<file path="config.mk">
export PLATFORM = sky130hd
export DESIGN_NAME = lane_sprite_engine
export DESIGN_NICKNAME = d
export VERILOG_FILES = /design/src/rtl/lane_sprite_engine.sv
export SDC_FILE = /design/constraint.sdc
export NUM_CORES = 1
export LEC_CHECK = 0
export CAP_MARGIN = 20
export CORE_MARGIN = 5
export CORE_UTILIZATION = 60
export DETAILED_ROUTE_END_ITERATION = 10
export GPL_ROUTABILITY_DRIVEN = 0
export PLACE_DENSITY = 0.83
export SLEW_MARGIN = 20
export SYNTH_ARGS = -nofsm -noshare
export SYNTH_HDL_FRONTEND = slang
export SYNTH_SLANG_ARGS = --single-unit
</file>
<file path="constraint.sdc">
create_clock -name clk -period 9.52 [get_ports clk]
set_clock_uncertainty 0.1 [all_clocks]
set_input_delay 1.904 -clock clk [delete_from_list [all_inputs] [get_ports clk]]
set_output_delay 1.904 -clock clk [all_outputs]
set_load 0.05 [all_outputs]
</file>
<file path="src/rtl/lane_sprite_engine.sv">
// Lane-based car sprite engine: button synchronisation, lane FSM with frame-locked
// slide animation, sprite ROM addressing and sprite/road/grass pixel compositing.
module lane_sprite_engine #(
    parameter int NUM_LANES  = 3,
    parameter int LANE0_X    = 197,
    parameter int LANE_PITCH = 82,
    parameter int SPRITE_W   = 80,
    parameter int SPRITE_H   = 121,
    parameter int SPRITE_Y   = 357,
    parameter int ROAD_X0    = 197,
    parameter int ROAD_X1    = 443,
    parameter int SLIDE_STEP = 4,
    parameter int H_ACTIVE   = 640,
    parameter int V_ACTIVE   = 480,
    parameter int COLOR_W    = 3,
    parameter int ADDR_W     = 14,
    parameter int SWAP_RGB   = 1,
    parameter int KEY_EN     = 1,
    parameter logic [COLOR_W-1:0] KEY_COLOR   = 3'b000,
    parameter logic [COLOR_W-1:0] ROAD_COLOR  = 3'b111,
    parameter logic [COLOR_W-1:0] GRASS_COLOR = 3'b010
) (
    input  logic                         clk,
    input  logic                         reset,
    input  logic                         left,
    input  logic                         right,
    input  logic [9:0]                   hcount,
    input  logic [9:0]                   vcount,
    input  logic [COLOR_W-1:0]           rom_data,
    output logic [ADDR_W-1:0]            sprite_addr,
    output logic [COLOR_W-1:0]           pixel_out,
    output logic [$clog2(NUM_LANES)-1:0] lane,
    output logic                         sliding
);
    localparam int LANE_W = $clog2(NUM_LANES);
    localparam logic [LANE_W-1:0] CENTER_LANE = LANE_W'(NUM_LANES / 2);
    localparam logic [9:0] CENTER_X = 10'(LANE0_X + (NUM_LANES / 2) * LANE_PITCH);

    typedef enum logic {IDLE, SLIDING} state_t;

    state_t state, state_next;
    logic [LANE_W-1:0] lane_next;
    logic [9:0] car_x, car_x_next, target_x, diff, step;
    logic pend_valid, pend_valid_next, pend_dir, pend_dir_next;
    logic [1:0] left_sync, right_sync, settle_cnt;
    logic left_prev, right_prev, left_pulse, right_pulse, settled;
    logic req_l, req_r, tick, apply_valid, apply_dir;
    logic in_spr, active, in_spr_q, active_q;
    logic [COLOR_W-1:0] bg, bg_q, spr_color;
    logic [ADDR_W-1:0] addr_calc;
    logic is_key;

    // Edge history is held high until the synchronisers have filled after reset,
    // so a button already held at reset release does not count as a press.
    assign settled = (settle_cnt == 2'd2);

    always_ff @(posedge clk or negedge reset) begin
        if (!reset) begin
            left_sync   <= '0;
            right_sync  <= '0;
            settle_cnt  <= '0;
            left_prev   <= 1'b1;
            right_prev  <= 1'b1;
            left_pulse  <= 1'b0;
            right_pulse <= 1'b0;
        end else begin
            left_sync  <= {left_sync[0], left};
            right_sync <= {right_sync[0], right};
            if (!settled)
                settle_cnt <= settle_cnt + 2'd1;
            left_prev   <= settled ? left_sync[1] : 1'b1;
            right_prev  <= settled ? right_sync[1] : 1'b1;
            left_pulse  <= settled & left_sync[1] & ~left_prev;
            right_pulse <= settled & right_sync[1] & ~right_prev;
        end
    end

    assign req_l = left_pulse & ~right_pulse;
    assign req_r = right_pulse & ~left_pulse;
    assign tick  = (hcount == 10'd0) && (vcount == 10'(V_ACTIVE));

    always_ff @(posedge clk or negedge reset) begin
        if (!reset) begin
            state      <= IDLE;
            lane       <= CENTER_LANE;
            car_x      <= CENTER_X;
            pend_valid <= 1'b0;
            pend_dir   <= 1'b0;
        end else begin
            state      <= state_next;
            lane       <= lane_next;
            car_x      <= car_x_next;
            pend_valid <= pend_valid_next;
            pend_dir   <= pend_dir_next;
        end
    end

    always_comb begin
        state_next      = state;
        lane_next       = lane;
        car_x_next      = car_x;
        pend_valid_next = pend_valid;
        pend_dir_next   = pend_dir;
        apply_valid     = 1'b0;
        apply_dir       = 1'b0;
        target_x        = 10'(LANE0_X + int'(lane) * LANE_PITCH);
        diff            = (target_x > car_x) ? (target_x - car_x) : (car_x - target_x);
        step            = (diff > 10'(SLIDE_STEP)) ? 10'(SLIDE_STEP) : diff;
        case (state)
            IDLE: begin
                // A fresh button request takes precedence over a leftover pending one.
                if (req_l || req_r) begin
                    apply_valid = 1'b1;
                    apply_dir   = req_r;
                end else if (pend_valid) begin
                    apply_valid = 1'b1;
                    apply_dir   = pend_dir;
                end
                if (apply_valid) begin
                    pend_valid_next = 1'b0;
                    if (apply_dir && (lane != LANE_W'(NUM_LANES - 1))) begin
                        lane_next  = lane + LANE_W'(1);
                        state_next = SLIDING;
                    end else if (!apply_dir && (lane != '0)) begin
                        lane_next  = lane - LANE_W'(1);
                        state_next = SLIDING;
                    end
                end
            end
            SLIDING: begin
                if (req_l || req_r) begin
                    pend_valid_next = 1'b1;
                    pend_dir_next   = req_r;
                end
                if (tick) begin
                    car_x_next = (target_x > car_x) ? (car_x + step) : (car_x - step);
                    if (car_x_next == target_x)
                        state_next = IDLE;
                end
            end
        endcase
    end

    assign sliding = (state == SLIDING);

    assign in_spr = (hcount >= car_x) &&
                    ({1'b0, hcount} < ({1'b0, car_x} + 11'(SPRITE_W))) &&
                    (vcount >= 10'(SPRITE_Y)) &&
                    ({1'b0, vcount} < 11'(SPRITE_Y + SPRITE_H));
    assign addr_calc = ADDR_W'(vcount - 10'(SPRITE_Y)) * ADDR_W'(SPRITE_W) +
                       ADDR_W'(hcount - car_x);
    assign active = (hcount < 10'(H_ACTIVE)) && (vcount < 10'(V_ACTIVE));
    assign bg = ((hcount >= 10'(ROAD_X0)) && (hcount < 10'(ROAD_X1))) ? ROAD_COLOR : GRASS_COLOR;

    always_ff @(posedge clk or negedge reset) begin
        if (!reset) begin
            sprite_addr <= '0;
            in_spr_q    <= 1'b0;
            active_q    <= 1'b0;
            bg_q        <= '0;
        end else begin
            if (in_spr)
                sprite_addr <= addr_calc;
            in_spr_q <= in_spr;
            active_q <= active;
            bg_q     <= bg;
        end
    end

    always_comb begin
        spr_color = rom_data;
        if (SWAP_RGB != 0) begin
            for (int i = 0; i < COLOR_W; i++)
                spr_color[i] = rom_data[COLOR_W-1-i];
        end
    end

    assign is_key = (KEY_EN != 0) && (spr_color == KEY_COLOR);

    always_ff @(posedge clk or negedge reset) begin
        if (!reset)
            pixel_out <= '0;
        else if (!active_q)
            pixel_out <= '0;
        else if (in_spr_q && !is_key)
            pixel_out <= spr_color;
        else
            pixel_out <= bg_q;
    end
endmodule

</file>
# [Yosys cells after proc, flatten, opt, wreduce, memory -nomap -nowiden]
# Cells that the tools add are included.
# W data, S select, Z words.
[op_classes] shifts=0 eq_ne=6 div=0 mux=25 n_lt_le_gt_ge=10 n_addsub=12 mul=2 bitwise=11 reduce_logical=20
[ops] cell="$lt A10 B9 Y1 const B" count=3
[ops] cell="$mux W10" count=3
[ops] cell="$sub A10 B10 Y10" count=3
[ops] cell="$mux W1" count=15
[ops] cell="$add A14 B14 Y14" count=1
[ops] cell="$mul A14 B3 Y10 const B" count=1
[ops] cell="$add A10 B7 Y11 const B" count=1
[ops] cell="$lt A10 B11 Y1" count=1
[ops] cell="$sub A10 B10 Y11" count=1
[ops] cell="$sub A10 B9 Y11 const B" count=1
[ops] cell="$add A10 B10 Y10" count=1
[ops] cell="$add A8 B9 Y10 const A" count=1
[ops] cell="$eq A10 B10 Y1" count=1
[ops] cell="$eq A10 B9 Y1 const B" count=1
[ops] cell="$ge A10 B10 Y1" count=1
[ops] cell="$ge A10 B8 Y1 const B" count=1
[ops] cell="$ge A10 B9 Y1 const B" count=1
[ops] cell="$gt A10 B10 Y1" count=1
[ops] cell="$gt A10 B3 Y1 const B" count=1
[ops] cell="$logic_not A10 Y1" count=1
[ops] cell="$lt A10 B10 Y1 const B" count=1
[ops] cell="$logic_and A1 B1 Y1" count=9
[ops] cell="$mux W3" count=3
[ops] cell="$mul A2 B6 Y8 const B" count=1
[ops] cell="other kinds (15)" count=32
[word_totals] inputBits=27 n_memories=0 word_cells=103 ramBits=0 mem_bits_ro=0 latch_bits=0 ff_bits=47

# [Logic depth before layout (Yosys ltp)]
# Gate-level depths: netlist (run 1).
[depth] word_depth=12 mapped_depth=24 depth_no_buf=23

# [Least setup slack after synthesis (run 1)]
# OpenSTA, ideal clock, no wires.
[synth_path] path_kind="register to register" from="reg lane[0]" to="reg state (netlist: sliding)" setup_slack_ns=3.704 n_path_buf=1 required_ns=9.286 arrival_time_ns=5.582 synth_period_minus_slack_ns=5.816 setup_ns=0.134 path_stages_with_launch=25 cell_sequence="dfstp_2 > inv_1 > ha_1 > inv_1 > ha_1 > buf_4 > nand3_4 > o41a_1 > o21a_4 > o31a_1 > xor2_1 > nor4_4 > o2111ai_1 > ha_1 > a31o_2 > a31oi_1 > ha_1 > nand2b_1 > a21oi_1 > a2111oi_0 > xor2_1 > nor4b_1 > o21ai_0 > a2111oi_0 > a21oi_1"
[synth_via] elab_chain_len=12 word_cells_on_any_way=22
[synth_lines] item="start, declared" line="32" text="output logic [$clog2(NUM_LANES)-1:0] lane,"
[synth_lines] item="start signal, assigned" line="91" text="lane <= lane_next;"
[synth_lines] item="$mul A2 B6 Y8 (*)" line="106" text="target_x = 10'(LANE0_X + int'(lane) * LANE_PITCH);"
[synth_lines] item="$add A8 B9 Y10 (*)" line="106"
[synth_lines] item="via target_x[6]" line="43" text="logic [9:0] car_x, car_x_next, target_x, diff, step;"
[synth_lines] item="$sub A10 B10 Y10 / $gt A10 B10 Y1 (equally long branches)" line="107, 136"
[synth_lines] item="$mux W10" line="107" text="diff = (target_x > car_x) ? (target_x - car_x) : (car_x - target_x);"
[synth_lines] item="$gt A10 B3 Y1" line="108" text="step = (diff > 10'(SLIDE_STEP)) ? 10'(SLIDE_STEP) : diff;"
[synth_lines] item="$mux W10" line="108"
[synth_lines] item="$sub A10 B10 Y10 / $add A10 B10 Y10 (equally long branches)" line="136" text="car_x_next = (target_x > car_x) ? (car_x + step) : (car_x - step);"
[synth_lines] item="$mux W10" line="136"
[synth_lines] item="$eq A10 B10 Y1 (*)" line="137" text="if (car_x_next == target_x)"
[synth_lines] item="$mux W1 (*)" line="137"
[synth_lines] item="$mux W1 (*)" line="135" text="if (tick) begin"
[synth_lines] item="$pmux W1 S2 (*)" line="109" text="case (state)"
[synth_lines] item="via state_next" line="41" text="state_t state, state_next;"
[synth_lines] item="end signal, assigned" line="90" text="state <= state_next;"
[synth_lines] item="end, declared" line="41"
# Mark *: on every way through the listed nets, which the timed path passes. The rest lies on a longest branch.
# A chain may end at the register's enable or synchronous reset.

# [Worst setup path after layout (run 1)]
# Same ends and word-level chain as after synthesis.

==> metrics.txt, run 1 <==
CTS H-tree depth 2; FF-to-FF path depth 23; Worst Path Buf+Inv 2; core area between 0.008 and 0.009 mm²; Vias/cell between 6 and 7; unrepaired setup endpoints after global routing false; status finished clean; Yosys reg bits 46; Final period util 70.3%; cell mode on critical path ha_1; Leakage 2.49 nW; vias in the first global route about 4.4k; Ports 47; final setup vio count 0; Max Freq about 150 MHz; CTS buffer count 5; worst slew pin tran ~0.72 ns; Worst EP required approximately 9.6 ns; largest net degree at the start of global routing 47; post-DR wirelength/cell between 15 and 20 µm; ys async rst share 100%; Hold Startpoint left_sync[0]; final hold violations 0; Finished Layout Cells slightly above 700; worst setup path class register to register; Synth top area share 19.3%; Vias roughly 4.4k; Site Rows 33; reg-to-reg startpoint lane[0]; CP Capture Type register; max-cap violation count 0; post-CTS sizing 0; Die Span Y ~100 µm; drt drc 0; number of flops mapped to enable cells by yosys 0; antenna-violating nets left 0; Port Buffer Count 46; drt total wl ~12000 µm; Placed Area ~0.0054 mm²; Synth area leader dfrtp_1; Critical Path, Cell by Cell inv_1 -> ha_1 -> inv_1 -> ha_1 -> nand3_4 -> o41a_1 -> o21a_4 -> o31a_1 -> xor2_1 -> nor4_4 -> o2111ai_1 -> ha_1 -> a31o_2 -> a31oi_1 -> ha_1 -> nand2b_1 -> a21oi_1 -> a2111oi_0 -> xor2_1 -> nor4b_1 -> o21ai_0 -> a2111oi_0 -> a21oi_1; R2R Setup Slk approximately 2.8 ns; minimum clock period 6.69 ns; delay-heaviest family, CP compound AO/OA/AOI/OAI gates; crit path launch type register; worst skew pair latency 0.30 ns; warnings from Yosys 0; Crit Path Max Fanout 13; synthesized area ~0.0049 mm²; worst rel slew slack a little over half; router iterations before antenna repair 7; Hold WC Path Type register to register; PwrDens 136 mW/mm²; hold path cells 0; TritonCTS clock tree done; Worst Hold End left_sync[1]; fillcell total approximately 670; layout net count 709; Arr. time, crit path about 6.8 ns; CP max-delay cell dfstp_2; Die Span X between 100 and 150 µm; Synth area leaders dfrtp_1, ha_1, xnor2_1; Syn Nets ~670; initial antenna violation count 0; worst IR drop on VDD ~0.17 mV; Clock Tree Buf Depth 2; initial core utilization between 60% and 70%; GRT overflow 0; launch point of the critical path lane[0]; prevailing post-synth register cell dfrtp_1; worst r2r dst sliding; first-pass GRT wire length a little over 20000 µm; Synth Instances ~570; Final Cell Area roughly 0.0055 mm²; Area Overhead vs Synth 12.7%; Slew Viols, Final 0; top-count cell post-synth ha_1; Total GRT Usage 24.8%; # diodes 0; Inst Count DP around 700; initial drt markers 283; setup bufs post-CTS 0; register area share after synthesis 23.6%; CTS Root Cell clkbuf_8; share of layout cells above drive strength 1 6.93%; hpwl dp 9840 µm; TNS Setup 0 ns; CP peak stage delay ~0.56 ns; Synth cell types 67; clk slew on worst S/H paths approximately 0.09 ns; Die ar. 0.0101 mm²; CTS sink cnt 46; Mean Syn Cell Area approximately 8.7 µm²; CTS Hold Bufs 0; Synth top cells by count ha_1, inv_1, nor2_1
cell families (layout without fill, tap and decap cells):
family | after synthesis | after routing | share of synthesized area, %
AOI/OAI and AO/OA | 155 | 155 | 21.3
and+or+nand+nor | 150 | 150 | 15.4
adders and majority gates | 77 | 77 | 20.5
buffers and inverters | 65 | 106 | 5.49
xor gates and xnor gates | 51 | 51 | 9.35
DFF | 46 | 46 | 23.6
muxes | 20 | 20 | 4.35
other | 1 | 1 | 0.0762
cell type report:
| cell class | count | area [µm²] | area share (%) |
|---|---|---|---|
| multi-input combinational | 454 | 3490 | 62.9 |
| timing repair buffer | 46 | 458 | 8.25 |
| clock buffer | 6 | 72.6 | 1.31 |
| inverter | 52 | 195 | 3.52 |
| clock inverter | 2 | 37.5 | 0.677 |
| sequential | 46 | 1160 | 20.9 |
| tap | 105 | 131 | 2.37 |
metrics by stage:
stage               hold slack, ns  total power, W  worst slack (ns)  util [%]
floorplan                    0.231        0.000503              3.70         -
global placement             0.233        0.000600              3.27      67.2
global route                 0.261        0.000798              2.41      68.6
CTS                          0.255        0.000758              2.88      68.5
detailed placement           0.235        0.000609              2.94      67.2
finish                       0.255        0.000753              2.83      68.6
registers in the layout (all words and copies together) (netlist names), 2 cells and up:
signal and flops:
lane 2, car_x 10, sprite_addr 14, settle_cnt 2
left_sync 2, right_sync 2, pixel_out 3, bg_q 2
cells in the final DEF (no fill, tap or decap), types with 7 or more instances in the layout:
master           synthesis  final
a21o_1                  12     12
a21oi_1                 36     36
a31oi_1                  9      9
clkdlybuf4s50_1          0     45
dfrtp_1                 38     38
dfstp_2                  8      8
ha_1                    71     71
inv_1                   51     51
mux2_2                  11     11
mux2i_1                  9      9
nand2_1                 39     39
nand2b_1                10     10
nand3_1                 10     10
nand4_1                  7      7
nor2_1                  41     41
nor2b_1                 10     10
nor3_1                  11     11
o21a_1                   9      9
o21ai_0                 35     35
xnor2_1                 38     38
xor2_1                  12     12
layer usage:
layer	wire [µm]	track usage [%]	vias up
met2	5820	42.0	183
met4	496	10.8	0
met1	5220	30.6	2055
li1	-	-	2101
met3	726	4.64	51
met5	0	0	-
report_power, final:
group	total (W)	switching (W)	internal (W)
registers	0.000239	0.0000142	0.000225
clock network	0.000146	0.0000677	0.0000784
logic	0.000368	0.000214	0.000154
how the worst max path moves through the flow:
stage               slack [ns]  cells past startpoint      end
finish                    2.83                     23  sliding
global route              2.41                     23  sliding
CTS                       2.88                     23  sliding
detailed placement        2.94                     23  sliding
global placement          3.27                     23  sliding
floorplan                 3.70                     24  sliding
(Power assumes the default switching activity.)
==> inputs of run 2 (changes only) <==
--- a/config.mk
+++ b/config.mk
@@ -7,10 +7,10 @@
 export LEC_CHECK = 0
 export CAP_MARGIN = 20
 export CORE_MARGIN = 5
-export CORE_UTILIZATION = 60
+export CORE_UTILIZATION = 59
 export DETAILED_ROUTE_END_ITERATION = 10
 export GPL_ROUTABILITY_DRIVEN = 0
-export PLACE_DENSITY = 0.83
+export PLACE_DENSITY = 0.82
 export SLEW_MARGIN = 20
 export SYNTH_ARGS = -nofsm -noshare
 export SYNTH_HDL_FRONTEND = slang
==> constraint.sdc (replaced) <==
create_clock -name clk -period 7 [get_ports clk]
set_clock_uncertainty 0.1 [all_clocks]
set_input_delay 1.4 -clock clk [delete_from_list [all_inputs] [get_ports clk]]
set_output_delay 1.4 -clock clk [all_outputs]
set_load 0.05 [all_outputs]
==> run 2 against run 1 <==
  * Die area increased by 1.5%
  * Combinational power increased by 37%
  * Core utilization decreased by 0.45 points
  * Wire length increased by 0.72%
  * Clock power increased by 39%
  * Largest power group unchanged
==> metrics.txt, run 2 (synthesized netlist as in run 1, its figures left out) <==
Final period util 93.8% (+23 points); final hold violations 0 (unchanged); post-DR wirelength/cell 17.3 µm (+0.58%); Final Cell Area 0.00557 mm² (+0.36%); router iterations before antenna repair 5 (-2); largest net degree at the start of global routing 47 (unchanged); Port Buffer Count 46 (unchanged); Worst EP required 7.08 ns (-2.52 ns); initial antenna violation count 0 (unchanged); Ports 47 (unchanged); hpwl dp 9830 µm (about the same); TritonCTS clock tree done; worst rel slew slack 50.9% (-1.2 points); Leakage 2.50 nW (+0.54%); final setup vio count 0 (unchanged); most frequent cells in the layout ha_1, inv_1, clkdlybuf4s50_1; CTS H-tree depth 2 (unchanged); initial drt markers 267 (-5.7%); launch point of the critical path lane[0]; unrepaired setup endpoints after global routing false; Top Registers sprite_addr x14, car_x x10, pixel_out x3; delay-heaviest family, CP compound AO/OA/AOI/OAI gates; Die Span X 101 µm (+0.76%); Inst Count DP 703 (unchanged); PwrDens 185 mW/mm² (+37%); TNS Setup 0 ns (unchanged); max reg flops 14 (unchanged); CP max-delay cell dfstp_2; GRT overflow 0 (unchanged); worst IR drop on VDD 0.252 mV (+50%); worst skew pair latency 0.30 ns (about the same); # diodes 0 (unchanged); minimum clock period 6.56 ns (-0.127 ns); Critical Path, Cell by Cell inv_1 -> ha_1 -> inv_1 -> ha_2 -> nand3_4 -> o41a_1 -> o21a_4 -> o31a_1 -> xor2_1 -> nor4_4 -> o2111ai_1 -> ha_1 -> a31o_2 -> a31oi_1 -> ha_1 -> nand2b_1 -> a21oi_1 -> a2111oi_1 -> xor2_1 -> nor4b_2 -> o21ai_0 -> a2111oi_0 -> a21oi_1; Slew Viols, Final 0 (unchanged); Crit Path Max Fanout 13 (unchanged); antenna-violating nets left 0 (unchanged); CTS buffer count 5 (unchanged); CTS sink cnt 46 (unchanged); cell mode on critical path ha_1; first-pass GRT wire length 20900 µm (+2.5%); worst setup path class register to register; Max Freq 152 MHz (+1.9%); share of layout cells above drive strength 1 7.58% (+0.65 points); Die ar. 0.0103 mm² (+1.5%); Vias 4416 (+0.59%); worst setup margin 0.435 ns (-2.39 ns); Area Overhead vs Synth 13.1%; worst r2r dst sliding; crit path launch type register; initial core utilization 60.2% (-0.61 points); CP Capture Type register; Crit path depth 23 (unchanged); Arr. time, crit path 6.65 ns (-0.12 ns); drt drc 0 (unchanged); status finished clean; Hold WC Path Type register to register; worst slew pin tran 0.737 ns (+0.0183 ns); layout net count 710 (+0.14%); Post-Place Setup Slack 0.374 ns (-2.56 ns); max-cap violation count 0 (unchanged); core area 0.00818 mm² (+1.0%); Die Span Y 101 µm (+0.76%); fillcell total 670 (+0.15%); CTS Hold Bufs 0 (unchanged); most common cell after layout, fill and taps aside ha_1; reg-to-reg startpoint lane[0]; CTS Root Cell clkbuf_8; vias in the first global route 4539 (+3.5%); Site Rows 33 (unchanged); clk slew on worst S/H paths 0.09 ns (about the same); Worst Path Buf+Inv 2 (unchanged); Clock Tree Buf Depth 2 (unchanged); Reg with most FFs sprite_addr; Finished Layout Cells 712 (+0.14%); CP peak stage delay 0.57 ns (about the same); Vias/cell 6.20 (+0.45%); Worst Setup EP sliding; R2R Setup Slk 0.44 ns (-2.39 ns); worst hold margin 0.258 ns (+0.00266 ns); Placed Area 0.00544 mm² (unchanged); FF-to-FF path depth 23 (unchanged); drt total wl 12400 µm (+0.72%); Total GRT Usage 25.1% (+0.29 points)
-- run 2: worst min-delay path by stage --
| stage | to | depth (start not counted) | from | slack [ns] |
|---|---|---|---|---|
| floorplan | left_sync[1] | 0 | left_sync[0] | 0.23 |
| global placement | right_sync[1] | 0 | right_sync[0] | 0.23 |
| detailed placement | right_sync[1] | 0 | right_sync[0] | 0.24 |
| CTS | right_sync[1] | 0 | right_sync[0] | 0.26 |
| global route | right_sync[1] | 0 | right_sync[0] | 0.26 |
| finish | right_sync[1] | 0 | right_sync[0] | 0.26 |
-- run 2: repair_timing --
action,4_1_cts,5_1_grt
setup endpoints to repair,0,1
resized for setup,0,3
setup buffers,0,1
hold endpoints to repair,0,0
-- run 2: metal layers --
metal	up-vias	track usage, %	part of all wire, %
li1	2108	-	-
met1	2088	30.5	41
met2	166	43.8	49
met3	54	3.72	6.2
met4	0	11.1	3.9
met5	-	0	0
-- run 2: through the flow --
stage	utilization, %	total power [W]
after floorplan	-	0.000684
after global placement	66.5	0.000816
after detailed placement	66.5	0.000831
after CTS	67.9	0.00104
after global routing	68.1	0.00109
final	68.1	0.00103
-- run 2: final cells by class --
cell class / count / area [µm²] / area share [%]
tap: 105 / 131 / 2.36
multi-input combinational: 454 / 3500 / 62.9
clock inverter: 3 / 43.8 / 0.787
inverter: 52 / 195 / 3.51
timing repair buffer: 47 / 465 / 8.36
clock buffer: 5 / 68.8 / 1.24
sequential: 46 / 1160 / 20.9
-- run 2: power by group --
part	switching, W	total, W	internal (W)	leakage [nW]
Clock	0.0000964	0.000203	0.000107	0.0585
Sequential	0.0000201	0.000326	0.000306	0.539
Combinational	0.000293	0.000503	0.000209	1.90
